**config.mk**
```make
export PLATFORM = sky130hd
export DESIGN_NAME = microsequencer_flat
export DESIGN_NICKNAME = d
export VERILOG_FILES = /design/src/rtl/microsequencer_pkg.sv /design/src/rtl/microsequencer_if.sv /design/src/rtl/microsequencer_cond_tester.sv /design/src/rtl/microsequencer.sv /design/src/flat_wrapper.sv
export SDC_FILE = /design/constraint.sdc
export NUM_CORES = 1
export LEC_CHECK = 0
export BUFFER_PORTS_ARGS = -buffer_cell sky130_fd_sc_hd__buf_2
export CORE_ASPECT_RATIO = 0.8
export CORE_MARGIN = 4
export CORE_UTILIZATION = 55
export CTS_BUF_LIST = sky130_fd_sc_hd__clkbuf_4 sky130_fd_sc_hd__clkbuf_8 sky130_fd_sc_hd__clkbuf_16
export CTS_CLUSTER_SIZE = 30
export DETAILED_ROUTE_END_ITERATION = 7
export PLACE_DENSITY = 0.89
export SYNTH_ARGS = -nofsm -noshare
export SYNTH_HDL_FRONTEND = slang
export SYNTH_SLANG_ARGS = --single-unit
```
**constraint.sdc**
```tcl
create_clock -name clk -period 2.83 [get_ports clk]
set_input_delay 0.283 -clock clk [delete_from_list [all_inputs] [get_ports clk]]
set_output_delay 0.283 -clock clk [all_outputs]
set_load 0.005 [all_outputs]
```
**src/rtl/microsequencer_pkg.sv**
```systemverilog
// ----------------------------------------------------------------------------
// microsequencer_pkg
//   Shared control-unit definitions: the next-address select encodings driven
//   by the next-state address selector, the condition-select encodings held in
//   the control register, and the default microstore address width.
// ----------------------------------------------------------------------------
package microsequencer_pkg;

   localparam int ADDR_W_DEFAULT = 8;

   // Next-address source select (m1m0)
   typedef enum logic [1:0] {
      SEL_ENC = 2'b00,   // start address from the instruction encoder
      SEL_RST = 2'b01,   // fixed reset/fetch address
      SEL_CR  = 2'b10,   // next-address field of the control register
      SEL_INC = 2'b11    // registered incrementer (sequential flow)
   } addr_sel_e;

   // Condition select for the status bit returned to the selector
   typedef enum logic [1:0] {
      COND_MOC   = 2'b00,   // memory operation complete
      COND_OK    = 2'b01,   // ARM condition-code test result
      COND_FALSE = 2'b10,
      COND_TRUE  = 2'b11
   } cond_sel_e;

endpackage : microsequencer_pkg

```
**src/rtl/microsequencer_if.sv**
```systemverilog
// ----------------------------------------------------------------------------
// microsequencer_if
//   Bundle between the control unit (selector, encoder, control register) and
//   the microprogram sequencer.
//   Control side -> sequencer : m1m0, enc_addr, cr_addr, cond_sel, cond_inv,
//                               moc, cond_ok, halt
//   Sequencer -> control side : state, inc_reg, sts, hang
//   Modports: master = control side, slave = sequencer.
// ----------------------------------------------------------------------------
interface microsequencer_if
   import microsequencer_pkg::*;
#(
   parameter int ADDR_W = ADDR_W_DEFAULT
) ();

   addr_sel_e          m1m0;
   logic [ADDR_W-1:0]  enc_addr;
   logic [ADDR_W-1:0]  cr_addr;
   cond_sel_e          cond_sel;
   logic               cond_inv;
   logic               moc;
   logic               cond_ok;
   logic               halt;

   logic [ADDR_W-1:0]  state;
   logic [ADDR_W-1:0]  inc_reg;
   logic               sts;
   logic               hang;

   modport master (
      output m1m0, enc_addr, cr_addr, cond_sel, cond_inv, moc, cond_ok, halt,
      input  state, inc_reg, sts, hang
   );

   modport slave (
      input  m1m0, enc_addr, cr_addr, cond_sel, cond_inv, moc, cond_ok, halt,
      output state, inc_reg, sts, hang
   );

endinterface : microsequencer_if

```
**src/rtl/microsequencer_cond_tester.sv**
```systemverilog
// ----------------------------------------------------------------------------
// microsequencer_cond_tester
//   Combinational condition tester. Picks one condition with i_cond_sel and
//   optionally inverts it to form the status bit fed back to the selector.
//   Ports:
//     i_cond_sel  condition select (COND_MOC/COND_OK/COND_FALSE/COND_TRUE)
//     i_cond_inv  invert the selected condition
//     i_moc       memory operation complete
//     i_cond_ok   ARM condition-code test result
//     o_sts       status bit (selected condition XOR invert)
// ----------------------------------------------------------------------------
module microsequencer_cond_tester
   import microsequencer_pkg::*;
(
   input  cond_sel_e i_cond_sel,
   input  logic      i_cond_inv,
   input  logic      i_moc,
   input  logic      i_cond_ok,
   output logic      o_sts
);

   logic w_cond;

   always_comb begin
      // NOTE: assign a default before the case so no path leaves w_cond
      // unassigned; otherwise synthesis infers a latch.
      w_cond = 1'b0;
      case (i_cond_sel)
         COND_MOC:   w_cond = i_moc;
         COND_OK:    w_cond = i_cond_ok;
         COND_FALSE: w_cond = 1'b0;
         COND_TRUE:  w_cond = 1'b1;
      endcase
   end

   assign o_sts = w_cond ^ i_cond_inv;

endmodule : microsequencer_cond_tester

```
**src/rtl/microsequencer.sv**
```systemverilog
// ----------------------------------------------------------------------------
// microsequencer
//   Microprogram sequencer: selects the next microstore address, registers it
//   as the current control state together with its increment, returns the
//   tested status bit to the next-state selector, and flags a stuck self-loop.
//   Ports:
//     clk    system clock, rising edge
//     reset  asynchronous, active-high reset
//     bus    microsequencer_if.slave (see interface header for signal list)
//   Parameters:
//     ADDR_W      microstore address width
//     RESET_ADDR  address loaded on reset and on select SEL_RST
//     WAIT_LIMIT  consecutive self-loop edges before hang asserts (2..65535)
// ----------------------------------------------------------------------------
module microsequencer
   import microsequencer_pkg::*;
#(
   parameter int                ADDR_W     = ADDR_W_DEFAULT,
   parameter logic [ADDR_W-1:0] RESET_ADDR = '0,
   parameter int                WAIT_LIMIT = 64
) (
   input  logic              clk,
   input  logic              reset,
   microsequencer_if.slave   bus
);

   localparam logic [ADDR_W-1:0] RESET_INC = RESET_ADDR + 1'b1;
   localparam int                WD_CNT_W  = 16;
   // Counter value at which one more self-loop edge sets hang
   localparam logic [WD_CNT_W-1:0] WD_LAST = WD_CNT_W'(WAIT_LIMIT - 1);

   logic [ADDR_W-1:0]   r_state;
   logic [ADDR_W-1:0]   r_inc;
   logic [WD_CNT_W-1:0] r_wd_cnt;
   logic                r_hang;

   logic [ADDR_W-1:0]   w_next;
   logic [ADDR_W-1:0]   w_next_inc;
   logic                w_self_loop;
   logic                w_sts;

   // Next-address mux. SEL_INC takes the registered incrementer, not a fresh
   // r_state + 1, so the selector sees a stable value all cycle.
   always_comb begin
      w_next = r_inc;
      case (bus.m1m0)
         SEL_ENC: w_next = bus.enc_addr;
         SEL_RST: w_next = RESET_ADDR;
         SEL_CR:  w_next = bus.cr_addr;
         SEL_INC: w_next = r_inc;
      endcase
   end

   // Wraps modulo 2^ADDR_W: all-ones rolls over to zero.
   assign w_next_inc  = w_next + 1'b1;
   assign w_self_loop = (w_next == r_state);

   // halt freezes state, incrementer and watchdog together; the watchdog only
   // observes sequencing and never redirects it.
   always_ff @(posedge clk or posedge reset) begin
      if (reset) begin
         r_state  <= RESET_ADDR;
         r_inc    <= RESET_INC;
         r_wd_cnt <= '0;
         r_hang   <= 1'b0;
      end else if (!bus.halt) begin
         // NOTE: non-blocking assignments so every register samples the
         // pre-edge values, independent of statement order.
         r_state <= w_next;
         r_inc   <= w_next_inc;
         if (w_self_loop) begin
            // Counter saturates at WD_LAST; hang is sticky until reset.
            if (r_wd_cnt == WD_LAST) begin
               r_hang <= 1'b1;
            end else begin
               r_wd_cnt <= r_wd_cnt + 1'b1;
            end
         end else begin
            r_wd_cnt <= '0;
         end
      end
   end

   microsequencer_cond_tester u_cond_tester (
      .i_cond_sel (bus.cond_sel),
      .i_cond_inv (bus.cond_inv),
      .i_moc      (bus.moc),
      .i_cond_ok  (bus.cond_ok),
      .o_sts      (w_sts)
   );

   assign bus.state   = r_state;
   assign bus.inc_reg = r_inc;
   assign bus.sts     = w_sts;
   assign bus.hang    = r_hang;

endmodule : microsequencer

```
**src/flat_wrapper.sv**
```systemverilog
// flat-port wrapper written by rule: the top's interface ports become plain ports
module microsequencer_flat import microsequencer_pkg::*;
#(
   parameter int                ADDR_W     = ADDR_W_DEFAULT,
   parameter logic [ADDR_W-1:0] RESET_ADDR = '0,
   parameter int                WAIT_LIMIT = 64
)
  (clk, reset, bus_m1m0, bus_enc_addr, bus_cr_addr, bus_cond_sel, bus_cond_inv, bus_moc, bus_cond_ok, bus_halt, bus_state, bus_inc_reg, bus_sts, bus_hang);
  microsequencer_if #(.ADDR_W(ADDR_W)) bus_i ();
  input  logic clk;
  input  logic reset;
  input wire logic [$bits(bus_i.m1m0)-1:0] bus_m1m0;
  input wire logic [$bits(bus_i.enc_addr)-1:0] bus_enc_addr;
  input wire logic [$bits(bus_i.cr_addr)-1:0] bus_cr_addr;
  input wire logic [$bits(bus_i.cond_sel)-1:0] bus_cond_sel;
  input wire logic [$bits(bus_i.cond_inv)-1:0] bus_cond_inv;
  input wire logic [$bits(bus_i.moc)-1:0] bus_moc;
  input wire logic [$bits(bus_i.cond_ok)-1:0] bus_cond_ok;
  input wire logic [$bits(bus_i.halt)-1:0] bus_halt;
  output wire logic [$bits(bus_i.state)-1:0] bus_state;
  output wire logic [$bits(bus_i.inc_reg)-1:0] bus_inc_reg;
  output wire logic [$bits(bus_i.sts)-1:0] bus_sts;
  output wire logic [$bits(bus_i.hang)-1:0] bus_hang;
  assign bus_i.m1m0 = bus_m1m0;
  assign bus_i.enc_addr = bus_enc_addr;
  assign bus_i.cr_addr = bus_cr_addr;
  assign bus_i.cond_sel = bus_cond_sel;
  assign bus_i.cond_inv = bus_cond_inv;
  assign bus_i.moc = bus_moc;
  assign bus_i.cond_ok = bus_cond_ok;
  assign bus_i.halt = bus_halt;
  assign bus_state = bus_i.state;
  assign bus_inc_reg = bus_i.inc_reg;
  assign bus_sts = bus_i.sts;
  assign bus_hang = bus_i.hang;
  microsequencer #(.ADDR_W(ADDR_W), .RESET_ADDR(RESET_ADDR), .WAIT_LIMIT(WAIT_LIMIT)) u_core (.clk(clk), .reset(reset), .bus(bus_i));
endmodule
```
==> impl_table.tex, run 1 <==
\begin{tabular}{lr}
\hline
Metric & Value \\
\hline
\multicolumn{2}{l}{\textbf{Run status}} \\
\quad Status & complete, no violations \\
\multicolumn{2}{l}{\textbf{Placement}} \\
\quad Global placement routability congestion & $\sim$0.84 \\
\quad DP Worst Slack & between 0.4 and 0.5 ns \\
\quad Placed wire-length estimate after detailed placement & 3680 um \\
\quad I/O Buffers & 43 \\
\multicolumn{2}{l}{\textbf{Cells and area}} \\
\quad Register area & 827 sq um \\
\quad Diode count & 0 \\
\quad Area growth, synth to finish & 13.3\% \\
\quad \# fillers & roughly 340 \\
\quad Largest register FFs & 16 \\
\quad Fraction of final layout cells with drive strength greater than 1 & between 20\% and 30\% \\
\quad Area of combinational cells with multiple inputs & between 1000 and 1500 sq um \\
\quad Final Net Count & 310 \\
\multicolumn{2}{l}{\textbf{Critical path}} \\
\quad Largest delay share family, worst path & simple AND/OR/NAND/NOR gates \\
\quad Arrival time at the worst endpoint & 2.47 ns \\
\quad Maximum fanout encountered on the critical timing path & 8 \\
\quad Sort of element at the start of the critical path & register \\
\quad Endpoint of the worst setup timing path & u\_core.r\_wd\_cnt[4] \\
\quad Depth of the critical timing path with buffers and inverters included & 6 \\
\quad Worst-case reg-to-reg path depth & 6 \\
\quad Setup slack of the most critical reg-to-reg path & $\sim$0.54 ns \\
\quad Critical path origin & u\_core.r\_wd\_cnt[9] \\
\quad Delay of the slowest cell on the worst path & roughly 0.54 ns \\
\quad Type of element capturing the critical path & register \\
\quad Cells along the critical path & or4\_1 -> nor3\_1 -> and3\_1 -> nand4b\_1 -> mux2\_2 -> a22o\_1 \\
\quad Master of the slowest instance on the critical path & sky130\_fd\_sc\_hd\_\_or4\_1 \\
\quad Critical path data required time & 3.01 ns \\
\quad Start of the worst register-to-register path & u\_core.r\_wd\_cnt[9] \\
\quad Worst flop-to-flop path endpoint & u\_core.r\_wd\_cnt[4] \\
\quad Sum of buffers and inverters on the critical path & 0 \\
\quad WS Path Type & reg -> reg \\
\multicolumn{2}{l}{\textbf{GRT}} \\
\quad Grt met1 use & a little under a third \\
\quad Routing usage on met2 & between 30\% and 40\% \\
\quad GR Overflow Total & 0 \\
\quad Met3 Usage GRT & between 4 and 5\% \\
\quad Number of global-route vias before repair & 1820 \\
\quad Antenna violations before repair & 0 \\
\quad Pin count of the biggest net entering global routing & 46 \\
\quad GRT Resource Usage Total & between 20\% and 30\% \\
\quad Most crowded layer after global routing & met2 \\
\quad Wire length of the first global-routing pass & 8550 um \\
\multicolumn{2}{l}{\textbf{Logic synthesis}} \\
\quad Most common library cells after synthesis & 32 x sky130\_fd\_sc\_hd\_\_dfrtp\_1, 27 x sky130\_fd\_sc\_hd\_\_nand3\_1, 22 x sky130\_fd\_sc\_hd\_\_nand2\_1, 15 x sky130\_fd\_sc\_hd\_\_a21oi\_1, 14 x sky130\_fd\_sc\_hd\_\_nor2\_1 \\
\quad Synthesized-area fraction occupied by ao, oa, aoi and oai cells & 23.3\% \\
\quad Synth area leaders & sky130\_fd\_sc\_hd\_\_dfrtp\_1 37\%, sky130\_fd\_sc\_hd\_\_nand3\_1 6.2\%, sky130\_fd\_sc\_hd\_\_nand2\_1 3.8\% \\
\quad Share of async-settable or async-resettable flops after synthesis & 100\% \\
\quad Mean post-synth cell area & roughly 8.9 sq um \\
\quad Share of Yosys cell area claimed by the top area cell type & a little under two fifths \\
\quad Netlist area before placement & between 2000 and 2500 sq um \\
\quad Fraction of the mapped netlist area in simple logic gates & between 20\% and 30\% \\
\quad Combinational family with the most area after synthesis & compound AO/OA/AOI/OAI gates \\
\quad Synth warnings & 0 \\
\quad Share of the yosys chip area belonging to registers & between 30\% and 40\% \\
\quad Number of distinct standard cells referenced by the synthesized netlist & 57 \\
\quad Post-synth EDFFs & 0 \\
\quad Register bit total from synthesis & 33 \\
\quad Xor/xnor share of the synthesized area & $\sim$2.8\% \\
\quad Library cell with the highest instance count after synthesis & sky130\_fd\_sc\_hd\_\_dfrtp\_1 \\
\quad Post-synth net total & around 270 \\
\quad Cell count after synthesis & 245 \\
\quad Most frequently used flop master after synthesis & sky130\_fd\_sc\_hd\_\_dfrtp\_1 \\
\quad Share of cell area taken by muxes after synthesis & roughly 5.3\% \\
\quad Adder and majority cell fraction of the synthesized area & under 10\% \\
\quad Cell accounting for the most synthesized area & sky130\_fd\_sc\_hd\_\_dfrtp\_1 \\
\multicolumn{2}{l}{\textbf{CTS}} \\
\quad Maximum buffer depth of the clock tree & 2 \\
\quad Post-cts gate resize count & 0 \\
\quad Number of sinks handled by clock tree synthesis & 33 \\
\quad Number of buffers inserted for hold repair after clock tree synthesis & 0 \\
\quad Number of levels the H-tree was split into & 2 \\
\quad Clock slew at the register clock pins of the worst setup and hold paths & $\sim$0.07 ns \\
\quad Buffers inserted by post-CTS timing repair & 0 \\
\quad Cts bufs inserted & 5 \\
\quad TritonCTS clock tree & built \\
\quad Clock Root Buffer & sky130\_fd\_sc\_hd\_\_clkbuf\_8 \\
\quad Clock insertion delay at the later pin of the skew report & around 0.29 ns \\
\multicolumn{2}{l}{\textbf{Drt}} \\
\quad Via count & $\sim$2000 \\
\quad Remaining design rule violation count & 0 \\
\quad Wire length per cell & between 15 and 20 um \\
\quad Number of DRC markers after the initial detailed-route iteration & 130 \\
\quad Antenna viol nets, final & 0 \\
\quad Vias per cell & 5.91 \\
\quad Number of iterations in the first detailed-routing pass & 4 \\
\quad Routed wire length & slightly above 5000 um \\
\multicolumn{2}{l}{\textbf{STA}} \\
\quad Hold WS & between 0.06 and 0.07 ns \\
\quad Final count of pins violating max slew & 0 \\
\quad Summed negative setup slack over all endpoints & 0 ns \\
\quad Fraction of the cycle the final worst path needs & between 80\% and 90\% \\
\quad Worst slew pin tran & about 0.76 ns \\
\quad Number of endpoints failing setup at the final stage & 0 \\
\quad Fmax achieved & 436 MHz \\
\quad Shortest period the worst path allows & 2.29 ns \\
\quad Setup ws final & 0.536 ns \\
\quad RSZ-0062 raised after global routing & no \\
\quad Final Hold Violating Endpoints & 0 \\
\quad Final setup skew & approximately 0.006 ns \\
\quad Relative slew slack & about half \\
\multicolumn{2}{l}{\textbf{Pwr}} \\
\quad Power density of the placed cells & approximately 470 nW/um\^{}2 \\
\quad Highest ir drop seen on vdd & approximately 0.35 mV \\
\quad Leakage power summed over all cells & around 1.1 nW \\
\multicolumn{2}{l}{\textbf{Hold path}} \\
\quad HP Class & in -> async \\
\multicolumn{2}{l}{\textbf{Floorplanning}} \\
\quad Die area & 5020 sq um \\
\quad Area of the core region & about 3800 sq um \\
\quad Effective utilization at floorplan & between 50\% and 60\% \\
\quad Rows & 20 \\
\quad Top-level I/O count & 44 \\
\quad Height of the chip & $\sim$64 um \\
\quad DIE WIDTH & about 78 um \\
\multicolumn{2}{l}{\textbf{Run}} \\
\quad Max Cap Violations & 0 \\
\hline
\end{tabular}
-- stage by stage --
step / power, mW / area, sq um / utilization [%] / cells
after global placement: 0.773 / 2360 / 62.2 / 330
after global routing: 1.21 / 2460 / 64.6 / 338
final: 1.15 / 2460 / 64.6 / 338
after CTS: 1.16 / 2460 / 64.6 / 338
after floorplan: 0.696 / 2170 / - / 245
after detailed placement: 0.785 / 2360 / 62.2 / 330
-- logic make-up after synthesis --
group | after synthesis
multiplexers | 11
XOR/XNOR | 7
AO/OA/AOI/OAI | 71
AND/OR/NAND/NOR | 94
adder cells (fa/ha/maj) | 2
flip-flops | 33
buffers and inverters | 27
-- final cells by class --
type	instances	area share [%]
Inverter	11	1.68
Sequential cell	33	33.7
Timing Repair Buffer	46	9.68
Multi-Input combinational cell	185	48.4
Tap cell	55	2.80
Clock buffer	8	3.72
-- worst min-delay path, cell delays in order --
cell,delay [ns]
sky130_fd_sc_hd__buf_2,0.09
sky130_fd_sc_hd__inv_1,0.04
sky130_fd_sc_hd__buf_4,0.36
-- placed cells by master, fill, tap and decap left out, drive strengths merged, types with 2 or more instances in the layout --
master / synthesis / final
clkbuf: 6 / 8
a31oi: 2 / 2
xnor2: 2 / 2
o311ai: 3 / 3
o31ai: 3 / 3
nand2: 24 / 24
o21a: 2 / 2
dfrtp: 32 / 32
a21boi: 6 / 6
a211o: 6 / 6
inv: 11 / 11
xor2: 5 / 5
buf: 10 / 46
o21ai: 10 / 10
a21o: 3 / 3
ha: 2 / 2
nand2b: 2 / 2
mux2: 3 / 3
nand3: 27 / 27
mux2i: 8 / 8
nor3b: 2 / 2
o211ai: 9 / 9
a22o: 2 / 2
or2: 2 / 2
nand4: 3 / 3
a21oi: 15 / 15
and4: 3 / 3
a31o: 2 / 2
nor3: 2 / 2
nor2: 15 / 15
nand3b: 2 / 2
and3: 5 / 5
a22oi: 4 / 4
and2: 2 / 2
-- report_power, final --
part           switching (mW)  internal, mW  leakage (nW)
registers              0.0368         0.508         0.427
clock network           0.172         0.203        0.0498
logic                   0.131         0.103         0.652
-- how the worst min path moves through the flow --
| stage | startpoint | endpoint | slack, ns | cells past startpoint |
|---|---|---|---|---|
| 3_5_place_dp | reset | u_core.bus.state[0] | 0.39 | 3 |
| 2_1_floorplan | reset | u_core.bus.hang | 0.41 | 1 |
| 3_3_place_gp | reset | u_core.bus.state[0] | 0.39 | 3 |
| 4_1_cts | reset | u_core.bus.state[0] | 0.09 | 3 |
| 6_report | reset | u_core.r_wd_cnt[15] | 0.07 | 3 |
| 5_1_grt | reset | u_core.r_wd_cnt[3] | 0.12 | 3 |
-- routing by layer --
metal  routed length (um)  vias to the layer above
met5                    0                        -
met4                   81                        0
met3                  341                        9
met2                 2280                       70
met1                 2380                      943
li1                     -                      975
Power figures use the tool's default switching activity.
==> run 2: changes to the inputs <==
Settings changed: CORE_UTILIZATION 55 to 50, PLACE_DENSITY 0.89 to 0.86.
Clock period 2.83 ns to 2.1 ns, I/O delays scaled along.
==> run 2 against run 1 <==
Critical endpoint is now u_core.r_wd_cnt[3]. Sequential power up 34%. Wire length down 1.5%. Critical path type unchanged. Via count up 1.4%.
==> impl_table.tex, run 2 (synthesis gave the netlist of run 1 again) <==
\begin{tabular}{lr}
\hline
Metric & Value \\
\hline
\multicolumn{2}{l}{\textbf{Run status}} \\
\quad Status & complete, no violations \\
\multicolumn{2}{l}{\textbf{Cells and area}} \\
\quad Diode count & 0 (unchanged) \\
\quad Final Net Count & 321 (+3.5\%) \\
\quad Fraction of final layout cells with drive strength greater than 1 & 28.6\% (+4.5 points) \\
\quad Most used cells in the layout excluding fill and tap cells & 43 x sky130\_fd\_sc\_hd\_\_buf\_2, 31 x sky130\_fd\_sc\_hd\_\_dfrtp\_1, 27 x sky130\_fd\_sc\_hd\_\_nand3\_1 \\
\quad Most frequent standard cell in the layout excluding fill and tap cells & sky130\_fd\_sc\_hd\_\_buf\_2 \\
\quad Final standard cell utilization of the core & 63.0\% (-1.6 points) \\
\quad Largest register FFs & 16 (unchanged) \\
\quad Area growth, synth to finish & 21.3\% \\
\multicolumn{2}{l}{\textbf{Drt}} \\
\quad Remaining design rule violation count & 0 (unchanged) \\
\quad Wire length per cell & 14.3 um (-5.2\%) \\
\quad Number of DRC markers after the initial detailed-route iteration & 177 (+36\%) \\
\quad Number of iterations in the first detailed-routing pass & 5 (+1) \\
\quad Vias per cell & 5.77 (-2.4\%) \\
\quad Routed wire length & 5010 um (-1.5\%) \\
\quad Antenna viol nets, final & 0 (unchanged) \\
\quad Via count & 2025 (+1.4\%) \\
\multicolumn{2}{l}{\textbf{Hold path}} \\
\quad HP Class & in -> async \\
\multicolumn{2}{l}{\textbf{STA}} \\
\quad Final Hold Violating Endpoints & 0 (unchanged) \\
\quad Shortest period the worst path allows & 2.02 ns (-0.278 ns) \\
\quad Relative slew slack & 65.9\% (+17 points) \\
\quad Final setup skew & 0.00564 ns (-0.000510 ns) \\
\quad RSZ-0062 raised after global routing & no \\
\quad Worst slew pin tran & 0.506 ns (-0.254 ns) \\
\quad Fmax achieved & 496 MHz (+14\%) \\
\quad Number of endpoints failing setup at the final stage & 0 (unchanged) \\
\quad Fraction of the cycle the final worst path needs & 96.0\% (+15 points) \\
\quad Final count of pins violating max slew & 0 (unchanged) \\
\multicolumn{2}{l}{\textbf{Critical path}} \\
\quad WS Path Type & reg -> reg \\
\quad Arrival time at the worst endpoint & 2.17 ns (-0.30 ns) \\
\quad Largest delay share family, worst path & simple AND/OR/NAND/NOR gates \\
\quad Cell repeated most along the worst path & sky130\_fd\_sc\_hd\_\_and3\_1 \\
\quad Delay of the slowest cell on the worst path & 0.50 ns (-0.04 ns) \\
\quad Cells along the critical path & ha\_2 -> and3\_1 -> and3\_1 -> buf\_4 -> or3b\_2 -> nand3\_1 -> o311ai\_2 \\
\quad Master of the slowest instance on the critical path & sky130\_fd\_sc\_hd\_\_or3b\_2 \\
\quad Type of element capturing the critical path & register \\
\quad Maximum fanout encountered on the critical timing path & 7 (-1) \\
\quad Critical path data required time & 2.25 ns (-0.76 ns) \\
\quad Sum of buffers and inverters on the critical path & 1 (+1) \\
\quad Sort of element at the start of the critical path & register \\
\multicolumn{2}{l}{\textbf{Run}} \\
\quad Max Cap Violations & 0 (unchanged) \\
\multicolumn{2}{l}{\textbf{CTS}} \\
\quad Number of sinks handled by clock tree synthesis & 33 (unchanged) \\
\quad Maximum buffer depth of the clock tree & 2 (unchanged) \\
\quad Number of levels the H-tree was split into & 2 (unchanged) \\
\quad Clock Root Buffer & sky130\_fd\_sc\_hd\_\_clkbuf\_8 \\
\quad TritonCTS clock tree & built \\
\quad Cts bufs inserted & 5 (unchanged) \\
\quad Clock insertion delay at the later pin of the skew report & 0.29 ns (about the same) \\
\quad Clock slew at the register clock pins of the worst setup and hold paths & 0.07 ns (about the same) \\
\multicolumn{2}{l}{\textbf{Pwr}} \\
\quad Leakage power summed over all cells & 1.21 nW (+6.9\%) \\
\quad Highest ir drop seen on vdd & 0.556 mV (+59\%) \\
\quad Power density of the placed cells & 670 nW/um\^{}2 (+43\%) \\
\quad Total power after layout & 1.76 mW (+53\%) \\
\multicolumn{2}{l}{\textbf{GRT}} \\
\quad Wire length of the first global-routing pass & 8470 um (-0.89\%) \\
\quad Pin count of the biggest net entering global routing & 34 (-26\%) \\
\quad Antenna violations before repair & 0 (unchanged) \\
\quad GRT Resource Usage Total & 20.2\% (-1.5 points) \\
\quad Number of global-route vias before repair & 1831 (+0.60\%) \\
\quad GR Overflow Total & 0 (unchanged) \\
\multicolumn{2}{l}{\textbf{Floorplanning}} \\
\quad Effective utilization at floorplan & 51.9\% (-5.1 points) \\
\quad Height of the chip & 66.9 um (+4.3\%) \\
\quad Die area & 5460 sq um (+8.8\%) \\
\quad Top-level I/O count & 44 (unchanged) \\
\quad Area of the core region & 4180 sq um (+9.8\%) \\
\quad Rows & 21 (+5.0\%) \\
\quad DIE WIDTH & 81.6 um (+4.4\%) \\
\multicolumn{2}{l}{\textbf{Placement}} \\
\quad Placed wire-length estimate after detailed placement & 3700 um (+0.49\%) \\
\quad Global placement routability congestion & 0.834 (-0.39\%) \\
\quad I/O Buffers & 43 (unchanged) \\
\hline
\end{tabular}
## run 2: cell types whose count changed in the layout (fill, tap and decap cells not counted), sizes merged
cell    change
buf        +11
clkinv      +1
bufinv      +2
clkbuf      -3
## run 2: final timing paths
check / startpoint / to / slack (ns) / depth (start not counted)
setup / recovery: u_core.r_wd_cnt[1] / u_core.r_wd_cnt[3] / 0.08 / 7
hold reg to reg: u_core.bus.hang / u_core.bus.hang / 0.47 / 1
hold / removal: reset / u_core.r_wd_cnt[14] / 0.003 / 3
min in group clk: bus_halt / u_core.bus.state[5] / 0.39 / 2
setup reg to reg: u_core.r_wd_cnt[1] / u_core.r_wd_cnt[3] / 0.08 / 7
max in group asynchronous: reset / u_core.bus.inc_reg[0] / 1.76 / 3
## run 2: final cells by class
type	instances	area, sq um
Fill cell	336	1550
Multi-Input combinational cell	185	1210
Sequential cell	33	828
Timing Repair Buffer	57	345
Tap cell	57	71.3
Clock buffer	5	68.8
Clock inverter	3	65.1
Inverter	11	41.3
## run 2: per-layer routing
layer	up-vias	GRT usage, %	part of all wire (%)
met5	-	0	0
met1	932	30.1	47
met3	8	4.05	8.9
met2	90	28.6	42
li1	995	-	-
met4	0	7.47	1.8
## run 2: worst reg2reg max path: stages, from the launching register on
cell and delay, ns:
sky130_fd_sc_hd__dfrtp_2 0.44, sky130_fd_sc_hd__ha_2 0.21, sky130_fd_sc_hd__and3_1 0.19, sky130_fd_sc_hd__and3_1 0.17, sky130_fd_sc_hd__buf_4 0.16, sky130_fd_sc_hd__or3b_2 0.50, sky130_fd_sc_hd__nand3_1 0.12, sky130_fd_sc_hd__o311ai_2 0.10
## run 2: where the power goes
part           switching [mW]  leakage, nW  internal, mW
combinational           0.180        0.713         0.153
sequential             0.0443        0.425         0.685
clock                   0.229       0.0681         0.471
total                   0.453         1.21          1.31
## run 2: what timing repair did
action,4_1_cts,5_1_grt
setup buffers,0,0
resized for setup,0,5
setup endpoints to repair,0,2
hold buffers,0,0
## run 2: through the flow
stage               TNS (ns)  hold WS (ns)  std cells  instance area, sq um  setup WS [ns]
floorplan                  0         0.338        245                  2170         0.0228
global placement           0         0.319        343                  2470         0.0867
detailed placement   -0.0168         0.326        343                  2470        -0.0168
CTS                        0        0.0176        351                  2610         0.0420
global route               0        0.0518        351                  2630         0.0103
finish                     0       0.00291        351                  2630         0.0839
